--- config.mk ---
export PLATFORM = sky130hd
export DESIGN_NAME = sc_ulpi_txsch
export DESIGN_NICKNAME = d
export VERILOG_FILES = /design/src/rtl/sc_usb_pkg.sv /design/src/rtl/sc_ulpi_frmtmr.sv /design/src/rtl/sc_ulpi_txsch.sv
export SDC_FILE = /design/constraint.sdc
export NUM_CORES = 1
export LEC_CHECK = 0
export CORE_MARGIN = 1
export CORE_UTILIZATION = 44
export CTS_CLUSTER_DIAMETER = 60
export DETAILED_ROUTE_END_ITERATION = 16
export PLACE_DENSITY = 0.85
export SYNTH_ARGS = -nofsm -noshare
export SYNTH_HDL_FRONTEND = slang
export SYNTH_SLANG_ARGS = --single-unit
--- constraint.sdc ---
create_clock -name ULPICLK -period 4.6 [get_ports ULPICLK]
set_input_delay 1.15 -clock ULPICLK [delete_from_list [all_inputs] [get_ports ULPICLK]]
set_output_delay 1.15 -clock ULPICLK [all_outputs]
set_load 0.02 [all_outputs]
--- src/rtl/sc_usb_pkg.sv ---
// Shared USB definitions for the ULPI transmit path.
// Provides the PID encodings, the transmit scheduler state type, the
// scheduler timing defaults and a counter-width helper.
package sc_usb_pkg;

  typedef enum logic [3:0] {
    tokenOut   = 4'b0001,
    tokenIn    = 4'b1001,
    tokenSof   = 4'b0101,
    tokenSetup = 4'b1101,
    dataData0  = 4'b0011,
    dataData1  = 4'b1011,
    hsAck      = 4'b0010,
    hsNak      = 4'b1010,
    hsStall    = 4'b1110
  } usbPid_t;

  typedef enum logic [1:0] {
    schIdle,
    schSof,
    schTrn,
    schGap
  } schState_t;

  localparam int unsigned FRAME_CYCLES_DEF = 60000;
  localparam int unsigned GUARD_CYCLES_DEF = 3000;
  localparam int unsigned GAP_CYCLES_DEF   = 2;

  function automatic int unsigned cnt_width(input int unsigned n);
    return (n > 1) ? $clog2(n) : 1;
  endfunction

endpackage

--- src/rtl/sc_ulpi_frmtmr.sv ---
// Frame timer: counts clk cycles within a frame and flags pending SOFs.
// Ports:
//   clk, rst     - clock, synchronous active-high reset
//   sof_on       - enables counting; when low the counter holds 0 and the
//                  pending flag is cleared
//   sof_clr      - scheduler has taken the pending SOF this cycle
//   cnt          - current position inside the frame
//   sof_pending  - an SOF is owed to the bus
//   sof_miss     - one-cycle pulse: boundary reached while SOF still owed
module sc_ulpi_frmtmr
  import sc_usb_pkg::*;
#(
  parameter int unsigned FRAME_CYCLES = FRAME_CYCLES_DEF,
  parameter int unsigned CNT_W        = cnt_width(FRAME_CYCLES_DEF)
) (
  input  logic             clk,
  input  logic             rst,
  input  logic             sof_on,
  input  logic             sof_clr,
  output logic [CNT_W-1:0] cnt,
  output logic             sof_pending,
  output logic             sof_miss
);

  logic [CNT_W-1:0] cnt_q, cnt_d;
  logic             pend_q, pend_d;
  logic             miss_q, miss_d;
  logic             last;

  assign last = (cnt_q == CNT_W'(FRAME_CYCLES - 1));

  // A boundary that coincides with the scheduler taking the old SOF
  // re-arms the flag without counting a miss.
  always_comb begin
    cnt_d  = cnt_q;
    pend_d = pend_q;
    miss_d = 1'b0;
    if (!sof_on) begin
      cnt_d  = '0;
      pend_d = 1'b0;
    end else begin
      if (sof_clr) pend_d = 1'b0;
      if (last) begin
        cnt_d  = '0;
        miss_d = pend_q && !sof_clr;
        pend_d = 1'b1;
      end else begin
        cnt_d = cnt_q + 1'b1;
      end
    end
  end

  always_ff @(posedge clk) begin
    if (rst) begin
      cnt_q  <= '0;
      pend_q <= 1'b0;
      miss_q <= 1'b0;
    end else begin
      cnt_q  <= cnt_d;
      pend_q <= pend_d;
      miss_q <= miss_d;
    end
  end

  assign cnt         = cnt_q;
  assign sof_pending = pend_q;
  assign sof_miss    = miss_q;

endmodule

--- src/rtl/sc_ulpi_txsch.sv ---
// ULPI transmit scheduler: arbitrates between frame SOFs and requested
// transactions and drives the packet generator request interface.
// Optional feature macro: SC_ULPI_TXSCH_SOF_EN (frame timer, SOF issue,
// guard window). Without it SOF_ON is ignored, FRM_NUM/FRM_SOF/SOF_MISS
// are 0 and requests are granted whenever the scheduler is idle.
// Ports:
//   ULPICLK, ULPIRST         - clock, synchronous active-high reset
//   SOF_ON                   - enable frame timing
//   TRN_REQ/PID/ADR/EPN      - transaction request and fields
//   TRN_GNT, TRN_COMP        - grant / completion pulses
//   FRM_NUM, FRM_SOF         - frame number, SOF-sent pulse
//   SOF_MISS                 - SOF overrun pulse
//   PKT_TX_START/PID/ADR/EPN/FMN, PKT_TX_COMP - packet generator handshake
module sc_ulpi_txsch
  import sc_usb_pkg::*;
#(
  parameter int unsigned FRAME_CYCLES = FRAME_CYCLES_DEF,
  parameter int unsigned GUARD_CYCLES = GUARD_CYCLES_DEF,
  parameter int unsigned GAP_CYCLES   = GAP_CYCLES_DEF
) (
  input  logic        ULPICLK,
  input  logic        ULPIRST,
  input  logic        SOF_ON,
  input  logic        TRN_REQ,
  input  logic [3:0]  TRN_PID,
  input  logic [6:0]  TRN_ADR,
  input  logic [3:0]  TRN_EPN,
  output logic        TRN_GNT,
  output logic        TRN_COMP,
  output logic [10:0] FRM_NUM,
  output logic        FRM_SOF,
  output logic        SOF_MISS,
  output logic        PKT_TX_START,
  output logic [3:0]  PKT_TX_PID,
  output logic [6:0]  PKT_TX_ADR,
  output logic [3:0]  PKT_TX_EPN,
  output logic [10:0] PKT_TX_FMN,
  input  logic        PKT_TX_COMP
);

  localparam int unsigned CNT_W = cnt_width(FRAME_CYCLES);
  localparam int unsigned GAP_W = cnt_width(GAP_CYCLES + 1);

  schState_t        st_q, st_d;
  logic             start_q, start_d;
  logic [3:0]       pid_q, pid_d;
  logic [6:0]       adr_q, adr_d;
  logic [3:0]       epn_q, epn_d;
  logic [10:0]      fmn_q, fmn_d;
  logic             gnt_q, gnt_d;
  logic             tcomp_q, tcomp_d;
  logic             fsof_q, fsof_d;
  logic [10:0]      frm_num_q, frm_num_d;
  logic [GAP_W-1:0] gap_q, gap_d;

  logic sof_pend;
  logic sof_clr;
  logic sof_miss;
  logic grant_ok;

`ifdef SC_ULPI_TXSCH_SOF_EN
  logic [CNT_W-1:0] frm_cnt;

  sc_ulpi_frmtmr #(
    .FRAME_CYCLES (FRAME_CYCLES),
    .CNT_W        (CNT_W)
  ) u_frmtmr (
    .clk         (ULPICLK),
    .rst         (ULPIRST),
    .sof_on      (SOF_ON),
    .sof_clr     (sof_clr),
    .cnt         (frm_cnt),
    .sof_pending (sof_pend),
    .sof_miss    (sof_miss)
  );

  // New transactions are held off near frame end so the SOF is not delayed.
  assign grant_ok = !SOF_ON || (32'(frm_cnt) < FRAME_CYCLES - GUARD_CYCLES);
  assign FRM_NUM  = frm_num_q;
  assign FRM_SOF  = fsof_q;
  assign SOF_MISS = sof_miss;
`else
  localparam int unsigned unused_guard = GUARD_CYCLES;
  logic unused_sof;
  assign sof_pend   = 1'b0;
  assign sof_miss   = 1'b0;
  assign grant_ok   = 1'b1;
  assign unused_sof = ^{SOF_ON, sof_clr, sof_miss, frm_num_q, fsof_q};
  assign FRM_NUM    = '0;
  assign FRM_SOF    = 1'b0;
  assign SOF_MISS   = 1'b0;
`endif

  always_comb begin
    st_d      = st_q;
    start_d   = start_q;
    pid_d     = pid_q;
    adr_d     = adr_q;
    epn_d     = epn_q;
    fmn_d     = fmn_q;
    gnt_d     = 1'b0;
    tcomp_d   = 1'b0;
    fsof_d    = 1'b0;
    frm_num_d = frm_num_q;
    gap_d     = gap_q;
    sof_clr   = 1'b0;
    unique case (st_q)
      schIdle: begin
        if (sof_pend) begin
          st_d    = schSof;
          start_d = 1'b1;
          pid_d   = tokenSof;
          adr_d   = '0;
          epn_d   = '0;
          fmn_d   = frm_num_q;
          sof_clr = 1'b1;
        end else if (TRN_REQ && grant_ok) begin
          st_d    = schTrn;
          start_d = 1'b1;
          gnt_d   = 1'b1;
          pid_d   = TRN_PID;
          adr_d   = TRN_ADR;
          epn_d   = TRN_EPN;
          fmn_d   = '0;
        end
      end
      schSof, schTrn: begin
        if (PKT_TX_COMP) begin
          st_d    = schGap;
          start_d = 1'b0;
          pid_d   = '0;
          adr_d   = '0;
          epn_d   = '0;
          fmn_d   = '0;
          gap_d   = '0;
          if (st_q == schSof) begin
            fsof_d    = 1'b1;
            frm_num_d = frm_num_q + 11'd1;
          end else begin
            tcomp_d = 1'b1;
          end
        end
      end
      schGap: begin
        // The gap state always lasts at least one cycle, so GAP_CYCLES=0
        // returns to idle on the next cycle.
        if (32'(gap_q) + 32'd1 >= GAP_CYCLES) st_d = schIdle;
        else                                  gap_d = gap_q + 1'b1;
      end
      default: st_d = schIdle;
    endcase
  end

  always_ff @(posedge ULPICLK) begin
    if (ULPIRST) begin
      st_q      <= schIdle;
      start_q   <= 1'b0;
      pid_q     <= '0;
      adr_q     <= '0;
      epn_q     <= '0;
      fmn_q     <= '0;
      gnt_q     <= 1'b0;
      tcomp_q   <= 1'b0;
      fsof_q    <= 1'b0;
      frm_num_q <= '0;
      gap_q     <= '0;
    end else begin
      st_q      <= st_d;
      start_q   <= start_d;
      pid_q     <= pid_d;
      adr_q     <= adr_d;
      epn_q     <= epn_d;
      fmn_q     <= fmn_d;
      gnt_q     <= gnt_d;
      tcomp_q   <= tcomp_d;
      fsof_q    <= fsof_d;
      frm_num_q <= frm_num_d;
      gap_q     <= gap_d;
    end
  end

  assign TRN_GNT      = gnt_q;
  assign TRN_COMP     = tcomp_q;
  assign PKT_TX_START = start_q;
  assign PKT_TX_PID   = pid_q;
  assign PKT_TX_ADR   = adr_q;
  assign PKT_TX_EPN   = epn_q;
  assign PKT_TX_FMN   = fmn_q;

endmodule

==> metrics.txt, run 1 <==
post-synth cell types=33; area leader, netlist=dfxtp_1; Avg Inst Size Synth=roughly 9.5 µm²; Hold Path End=PKT_TX_EPN[2]; die area=roughly 0.0033 mm²; Layout area overhead=17.8%; I/O Buffers=36; largest cells by area after synthesis=dfxtp_1 33%, buf_4 14%, nand4b_1 9.7%; non-filler cells, final=between 150 and 200; RR Endpoint=gap_q[0]; initial drt markers=32; pin count of the biggest net entering global routing=23; final wirelength=between 2000 and 3000 µm; Total Power=0.844 mW; Nets=slightly below 200; number of CTS-inserted buffers=3; Hold Slack=0.478 ns; grt total ovfl=0; Setup crit start kind=input pin; period utilization=0.567; Crit path arrival time=approximately 2.8 ns; total number of vias=roughly 1100; asr flop ratio synth=0; Hold Buf Count CTS=0; antenna violations before repair=0; Place WS=roughly 1.7 ns; Root Buffer=clkbuf_4; vias in the first global route=just under 1000; Slowest-stage cell, CP=clkdlybuf4s50_1; # DRC=6; Clock Tree Buf Depth=2; count leader, synth=buf_4; total setup buffers inserted after CTS=0; post-synthesis sequential area ratio=0.327; hold path startpoint=PKT_TX_EPN[2]; clk_skew=roughly 0.0057 ns; Syn. warnings=0; setup violators final=0; first-pass GRT wire length=approximately 4300 µm; DRT antenna net count=0; Starting Density=0.477; layout cells sized above 1=0.0958; RePlAce Congestion=0.674; final hold vios=0; critical path startpoint=TRN_REQ; H-tree depth=1; ANT cells=0; Cell Area, Synth=about 0.0013 mm²; CP endpoint kind=register; fin area=0.00159 mm²; Placed Area=0.00157 mm²; relative slew slack=0.473; Fillers=around 260; CP Cell Sequence=clkdlybuf4s50_1, nor2b_4, a211oi_1, mux2i_1; outcome=complete, but fails checks; Rows=19; most frequent cells after synthesis=26 x buf_4, 22 x dfxtp_1, 15 x a21oi_1, 15 x nand4b_1, 8 x o31ai_2; Pwr per Cell Area=roughly 530 mW/mm²; I/O pin count=62; Worst Path Buf+Inv=1; RSZ-0062 raised after global routing=false; Reg clk slew, reported paths=between 0.1 and 0.15 ns; CTS resizes=0; Setup CP Type=in -> reg; hold path depth=2; CP max FO=19; TritonCTS clock tree=yes; Worst Hold Class=reg -> reg; Via density=roughly 5.4; Mapped Cells=about 140; post-detail-place hpwl=1890 µm; Critical Path Max Stage Delay=0.74 ns; FMAX=around 380 MHz; Worst IR Drop VDD=around 0.28 mV; Yosys reg bits=22; worst path required time=approximately 4.8 ns; Routed WL per cell=about 14 µm; Max-Cap Viols=0; LEAKAGE=~0.57 nW; GRT Overall Usage=0.169; Total Neg Setup Slack=0 ns; Slew Limit Fails=0; Period minus WS final=about 2.6 ns; Pre-antenna DRT Iters=14; Crit Reg-Reg Startpoint=st_q[0]; failing checks=design-rule violations; flop2flop setup slack=between 2 and 2.5 ns; post-synth top area share=0.327; worst skew pair latency=a little over 0.3 ns; CP top delay family=buffers and inverters; CTS sink count=22; EDFF count, synth=0; final core utilization=0.562; placed cell count=just under 200; Main synth FF type=dfxtp_1; Worst Tran Pin Value=0.789 ns; DIE HEIGHT=~57 µm; setup slack after layout=approximately 2 ns; worst-case reg-to-reg path depth=5; die width=~57 µm; area of the core=between 0.002 and 0.003 mm²
-- worst max path at each step --
stage / end / cells past startpoint / slack (ns)
finish: st_q[0] / 4 / 1.99
CTS: st_q[0] / 4 / 2.01
global route: PKT_TX_ADR[2] / 4 / 1.86
detailed placement: st_q[0] / 4 / 1.69
global placement: st_q[0] / 4 / 1.74
floorplan: PKT_TX_ADR[0] / 6 / 2.62
-- power by group --
part	internal, mW	switching (mW)	total, mW
clock	0.0306	0.0545	0.0851
combinational	0.194	0.307	0.501
sequential	0.231	0.0280	0.259
total	0.455	0.389	0.844
-- flip-flops by register name, indices dropped and copies added (netlist names) --
signal	flops
PKT_TX_START	1
gap_q	2
PKT_TX_ADR	7
TRN_COMP	1
TRN_GNT	1
PKT_TX_PID	4
PKT_TX_EPN	4
st_q	2
-- layout make-up --
cell class	instances	area (µm²)	area share
Multi-Input combinational cell	101	708	0.446
Sequential cell	22	440	0.277
Timing Repair Buffer	36	360	0.227
Tap cell	31	38.8	0.0244
Clock buffer	3	22.5	0.0142
Inverter	5	18.8	0.0118
-- layout by cell type (no fill, tap or decap) --
cell	instances
inv_1	5
nand4_1	1
nand4b_1	15
clkdlybuf4s50_1	36
nor2b_1	1
mux2i_1	1
o31ai_1	7
o32ai_1	1
nor2b_4	1
a31oi_1	1
nand3_1	1
nor3_1	1
a211oi_1	1
a21oi_1	15
conb_1	24
nand2_1	4
dfxtp_1	22
o31ai_2	8
nor2_4	1
a32o_1	1
and2b_4	1
ha_1	4
o311ai_2	1
nor2_1	2
clkbuf_4	3
nand2b_1	3
o21ai_0	2
nor4bb_1	1
o41ai_2	1
a21o_1	1
o21bai_1	1
-- worst register-to-register path, cell delays in order, from the launching register on --
cell,delay (ns)
dfxtp_1,0.42
inv_1,0.07
ha_1,0.67
and2b_4,0.46
o21ai_0,0.15
a32o_1,0.26
-- cell families (layout without fill, tap and decap cells) --
logic type,Yosys count,in the layout,share of synthesized area
simple gates,32,32,0.178
fa+ha+maj,4,4,0.0371
mux,1,1,0.00742
flops,22,22,0.327
other cells,1,24,0.00278
buf+inv,42,44,0.212
compound gates,40,40,0.236
-- layer usage --
layer | part of all wire | vias up | GRT usage
met5 | 0 | - | 0
met4 | 0.0084 | 0 | 0.0523
met3 | 0.064 | 3 | 0.0340
met2 | 0.50 | 40 | 0.302
met1 | 0.42 | 507 | 0.202
li1 | - | 518 | -
(Power assumes the default switching activity.)
==> inputs of run 2 (changes only) <==
--- a/config.mk
+++ b/config.mk
@@ -6,10 +6,10 @@
 export NUM_CORES = 1
 export LEC_CHECK = 0
 export CORE_MARGIN = 1
-export CORE_UTILIZATION = 44
+export CORE_UTILIZATION = 41
 export CTS_CLUSTER_DIAMETER = 60
 export DETAILED_ROUTE_END_ITERATION = 16
-export PLACE_DENSITY = 0.85
+export PLACE_DENSITY = 0.8
 export SYNTH_ARGS = -nofsm -noshare
 export SYNTH_HDL_FRONTEND = slang
 export SYNTH_SLANG_ARGS = --single-unit
==> constraint.sdc (replaced) <==
create_clock -name ULPICLK -period 2.5 [get_ports ULPICLK]
set_input_delay 0.625 -clock ULPICLK [delete_from_list [all_inputs] [get_ports ULPICLK]]
set_output_delay 0.625 -clock ULPICLK [all_outputs]
set_load 0.02 [all_outputs]
==> run 2 against run 1 <==
Clock power rose by 140%. Clock-buffer cell count is 1 higher. Core utilization decreased by 2.6 points. Power up 95%. Final area increased by 3.8%. The run now ends clean. First-iteration DRC count grew 56%. Worst hold slack got worse by 0.0035 ns. Sequential power rose by 82%. Critical endpoint is now PKT_TX_ADR[0]. Sequential share of layout area decreased by 1.0 points. Wire length is 6.1% higher. Via count grew 2.6%. Largest power group unchanged.
==> metrics.txt, run 2 (synthesized netlist as in run 1, its figures left out) <==
Hold Buf Count CTS=0 (unchanged); Period minus WS final=between 1.5 and 2 ns; Slowest-stage cell, CP=clkdlybuf4s50_1 (unchanged); Root Buffer=clkbuf_4 (unchanged); I/O Buffers=36 (unchanged); DIE HEIGHT=59.4 µm (was 57.4 µm); Total Power=1.64 mW (was 0.844 mW); total number of vias=1096 (was 1068); Worst Path Buf+Inv=1 (unchanged); Critical Path Max Stage Delay=0.61 ns (was 0.74 ns); Total Neg Setup Slack=0 ns (unchanged); Slew Limit Fails=0 (unchanged); Rows=20 (was 19); die width=59.4 µm (was 57.4 µm); layout cells sized above 1=0.122 (was 0.0958); Via density=5.07 (was 5.39); I/O pin count=62 (unchanged); H-tree depth=1 (unchanged); TritonCTS clock tree=yes (unchanged); Setup crit start kind=register (was input pin); relative slew slack=0.611 (was 0.473); first-pass GRT wire length=4510 µm (was 4340 µm); outcome=complete, no violations (was complete, but fails checks); pin count of the biggest net entering global routing=23 (unchanged); vias in the first global route=999 (was 971); Routed WL per cell=13.4 µm (was 13.8 µm); antenna violations before repair=0 (unchanged); final core utilization=0.536 (was 0.562); Crit path arrival time=1.30 ns (was 2.80 ns); Nets=197 (was 193); Starting Density=0.438 (was 0.477); Pwr per Cell Area=997 mW/mm² (was 531 mW/mm²); area taken by multi-input logic gates=708 µm² (unchanged); # DRC=0 (was 6); most common cell after layout, fill and taps aside=clkdlybuf4s50_1 (unchanged); most frequent cells in the layout=36 x clkdlybuf4s50_1, 24 x conb_1, 22 x dfxtp_1, 15 x nand4b_1, 15 x a21oi_1 (unchanged); Pre-antenna DRT Iters=4 (was 14); die area=0.00352 mm² (was 0.00329 mm²); RSZ-0062 raised after global routing=false (unchanged); Layout area overhead=22.3% (was 17.8%); CTS resizes=0 (unchanged); CP max FO=2 (was 19); post-detail-place hpwl=1960 µm (was 1890 µm); final hold vios=0 (unchanged); CP top delay family=buffers and inverters (unchanged); Clock Tree Buf Depth=2 (unchanged); LEAKAGE=0.601 nW (was 0.574 nW); worst skew pair latency=0.31 ns (about the same); Largest register FFs=7 (unchanged); CTS sink count=22 (unchanged); GRT Overall Usage=0.169 (about the same); CP endpoint kind=output pin (was register); Setup CP Type=reg -> out (was in -> reg); Seq. cell area=440 µm² (unchanged); Worst IR Drop VDD=0.373 mV (was 0.283 mV); RePlAce Congestion=0.689 (was 0.674); Reg clk slew, reported paths=0.12 ns (was 0.11 ns); Worst Tran Pin Value=0.582 ns (was 0.789 ns); CP Cell Sequence=clkdlybuf4s50_1 (was clkdlybuf4s50_1, nor2b_4, a211oi_1, mux2i_1); DRT antenna net count=0 (unchanged); ANT cells=0 (unchanged); area of the core=0.00308 mm² (was 0.00283 mm²); FMAX=520 MHz; flop2flop setup slack=0.60 ns (was 2.47 ns); total setup buffers inserted after CTS=0 (unchanged); clk_skew=0.00284 ns (was 0.00567 ns); Fillers=295 (was 258); period utilization=0.769; setup violators final=0 (unchanged); Worst Hold Class=reg -> reg (unchanged); initial drt markers=50 (was 32); grt total ovfl=0 (unchanged); Max-Cap Viols=0 (unchanged); worst path required time=1.88 ns (was 4.79 ns); final wirelength=2900 µm (was 2730 µm); number of CTS-inserted buffers=3 (unchanged)
-- run 2: cell count changes in the layout (fill, tap and decap cells not counted), sizes merged --
cell    delta
clkbuf     +1
buf        +4
-- run 2: report_power, final --
part           internal (mW)  switching [mW]
Sequential             0.424          0.0483
Clock                 0.0891           0.113
Combinational          0.382           0.588
-- run 2: layout make-up --
class	instances	share of cell area
Multi-Input combinational cell	101	0.429
Sequential cell	22	0.267
Timing Repair Buffer	40	0.237
Tap cell	44	0.0334
Clock buffer	4	0.0220
Inverter	5	0.0114
-- run 2: metrics by stage --
step / hold WS (ns) / instance area [µm²] / std cells / setup WS, ns
after detailed placement: 0.457 / 1610 / 212 / 0.400
after floorplan: 0.469 / 1440 / 165 / 0.916
final: 0.474 / 1650 / 216 / 0.578
after global placement: 0.451 / 1610 / 212 / 0.437
after global routing: 0.495 / 1650 / 216 / 0.436
after CTS: 0.475 / 1650 / 216 / 0.567
-- run 2: final timing paths --
path,startpoint,to,cells after the start
setup / recovery,PKT_TX_ADR[0],PKT_TX_ADR[0],1
hold / removal,PKT_TX_ADR[6],PKT_TX_ADR[6],2
hold reg to reg,PKT_TX_ADR[6],PKT_TX_ADR[6],2
setup reg to reg,st_q[1],PKT_TX_ADR[4],6
-- run 2: per-layer routing --
metal,global-route usage,vias up,part of all wire
li1,-,529,-
met1,0.199,526,0.44
met3,0.0284,4,0.048
met5,0,-,0
met4,0.0510,0,0.010
met2,0.310,37,0.50
==> inputs of run 3 (changes only) <==
==> constraint.sdc (replaced) <==
create_clock -name ULPICLK -period 2 [get_ports ULPICLK]
set_input_delay 0.5 -clock ULPICLK [delete_from_list [all_inputs] [get_ports ULPICLK]]
set_output_delay 0.5 -clock ULPICLK [all_outputs]
set_load 0.02 [all_outputs]
==> run 3 against run 2 <==
Wire length is 0.90% lower. Via count is 2.0% higher. Critical path depth stayed put. Power is 25% higher. Highest routed layer unchanged. Die area stayed put. Combinational power is 26% higher. Clock skew is 0.0021 ns lower. Final cell count stayed put. Largest cell class unchanged. Clock-buffer cell count stayed put.
==> metrics.txt, run 3 (synthesized netlist as in run 1, its figures left out) <==
Slowest-stage cell, CP=clkdlybuf4s50_1 (unchanged); relative slew slack=0.611 (about the same); most common cell after layout, fill and taps aside=clkdlybuf4s50_1 (unchanged); setup slack after layout=0.200 ns (was 0.578 ns); Reg clk slew, reported paths=0.12 ns (about the same); Pre-antenna DRT Iters=5 (was 4); Place WS=0.0269 ns (was 0.400 ns); most frequent cells in the layout=36 x clkdlybuf4s50_1, 24 x conb_1, 22 x dfxtp_1, 15 x nand4b_1, 15 x a21oi_1 (unchanged); die area=0.00352 mm² (unchanged); Setup CP Type=reg -> out (unchanged); Starting Density=0.438 (unchanged); antenna violations before repair=0 (unchanged); Worst Path Buf+Inv=1 (unchanged); worst skew pair latency=0.30 ns (was 0.31 ns); Slew Limit Fails=0 (unchanged); die width=59.4 µm (unchanged); Routed WL per cell=13.3 µm (was 13.4 µm); Worst IR Drop VDD=0.400 mV (was 0.373 mV); worst path required time=1.50 ns (was 1.88 ns); Clock Tree Buf Depth=2 (unchanged); flop2flop setup slack=0.20 ns (was 0.60 ns); Nets=197 (unchanged); CP max FO=2 (unchanged); CP Cell Sequence=clkdlybuf4s50_1 (unchanged); total number of vias=1118 (was 1096); hold path depth=2 (unchanged); Layout area overhead=22.3% (unchanged); final wirelength=2870 µm (was 2900 µm); CTS sink count=22 (unchanged); Crit path arrival time=1.30 ns (about the same); Total Neg Setup Slack=0 ns (unchanged); hold path startpoint=PKT_TX_PID[3] (was PKT_TX_ADR[6]); GRT Overall Usage=0.171 (was 0.169); period utilization=0.900; post-detail-place hpwl=2000 µm (was 1960 µm); vias in the first global route=1031 (was 999); layout cells sized above 1=0.122 (unchanged); Pwr per Cell Area=1250 mW/mm² (was 997 mW/mm²); RSZ-0062 raised after global routing=false (unchanged); Hold Path End=PKT_TX_PID[3] (was PKT_TX_ADR[6]); number of CTS-inserted buffers=3 (unchanged); DRT antenna net count=0 (unchanged); first-pass GRT wire length=4660 µm (was 4510 µm); initial drt markers=40 (was 50); TritonCTS clock tree=yes (unchanged); LEAKAGE=0.601 nW (unchanged); I/O pin count=62 (unchanged); worst-case reg-to-reg path depth=5 (was 6); Largest register FFs=7 (unchanged); Via density=5.18 (was 5.07); DIE HEIGHT=59.4 µm (unchanged); CP endpoint kind=output pin (unchanged); grt total ovfl=0 (unchanged); Max-Cap Viols=0 (unchanged); ANT cells=0 (unchanged); Crit Reg-Reg Startpoint=st_q[1] (unchanged); Setup crit start kind=register (unchanged); RePlAce Congestion=0.700 (was 0.689); total setup buffers inserted after CTS=0 (unchanged); pin count of the biggest net entering global routing=23 (unchanged); Root Buffer=clkbuf_4 (unchanged); Critical Path Max Stage Delay=0.62 ns (was 0.61 ns); CTS resizes=0 (unchanged); Period minus WS final=1.80 ns; Worst Hold Class=reg -> reg (unchanged); Hold Slack=0.476 ns (was 0.474 ns); Rows=20 (unchanged); Worst Tran Pin Value=0.583 ns (was 0.582 ns); clk_skew=0.000767 ns (was 0.00284 ns); # DRC=0 (unchanged); CP top delay family=buffers and inverters (unchanged); outcome=complete, no violations (unchanged); FMAX=555 MHz; area of the core=0.00308 mm² (unchanged); I/O Buffers=36 (unchanged); H-tree depth=1 (unchanged); Hold Buf Count CTS=0 (unchanged); setup violators final=0 (unchanged); final hold vios=0 (unchanged); RR Endpoint=st_q[0] (was PKT_TX_ADR[4])
-- run 3: per-layer routing --
layer | vias to the layer above | track usage | wire length, µm
li1 | 526 | - | -
met1 | 545 | 0.202 | 1200
met2 | 43 | 0.316 | 1480
met3 | 4 | 0.0218 | 154
met4 | 0 | 0.0544 | 30
met5 | - | 0 | 0
-- run 3: worst max-delay path by stage --
stage	from	endpoint	slack, ns	depth (start not counted)
5_1_grt	st_q[1]	PKT_TX_ADR[2]	0.08	5
3_5_place_dp	PKT_TX_COMP	gap_q[0]	0.03	4
6_report	PKT_TX_ADR[0]	PKT_TX_ADR[0]	0.20	1
4_1_cts	PKT_TX_ADR[0]	PKT_TX_ADR[0]	0.19	1
3_3_place_gp	PKT_TX_COMP	gap_q[0]	0.08	4
2_1_floorplan	st_q[0]	st_q[1]	0.42	6
-- run 3: cell type report --
type,count,area (µm²)
Multi-Input combinational cell,101,708
Timing Repair Buffer,40,390
Inverter,5,18.8
Fill cell,285,1430
Clock buffer,4,36.3
Tap cell,44,55.1
Sequential cell,22,440
-- run 3: metrics by stage --
stage / utilization / power, mW / area, µm² / instances
floorplan: - / 1.58 / 1440 / 165
detailed placement: 0.524 / 1.81 / 1610 / 212
global placement: 0.524 / 1.77 / 1610 / 212
finish: 0.536 / 2.06 / 1650 / 216
global route: 0.536 / 2.18 / 1650 / 216
CTS: 0.536 / 2.06 / 1650 / 216
-- run 3: power by group --
| part | total [mW] | internal, mW | switching (mW) |
|---|---|---|---|
| sequential | 0.593 | 0.530 | 0.0626 |
| clock | 0.244 | 0.111 | 0.133 |
| combinational | 1.22 | 0.482 | 0.739 |
| total | 2.06 | 1.12 | 0.935 |
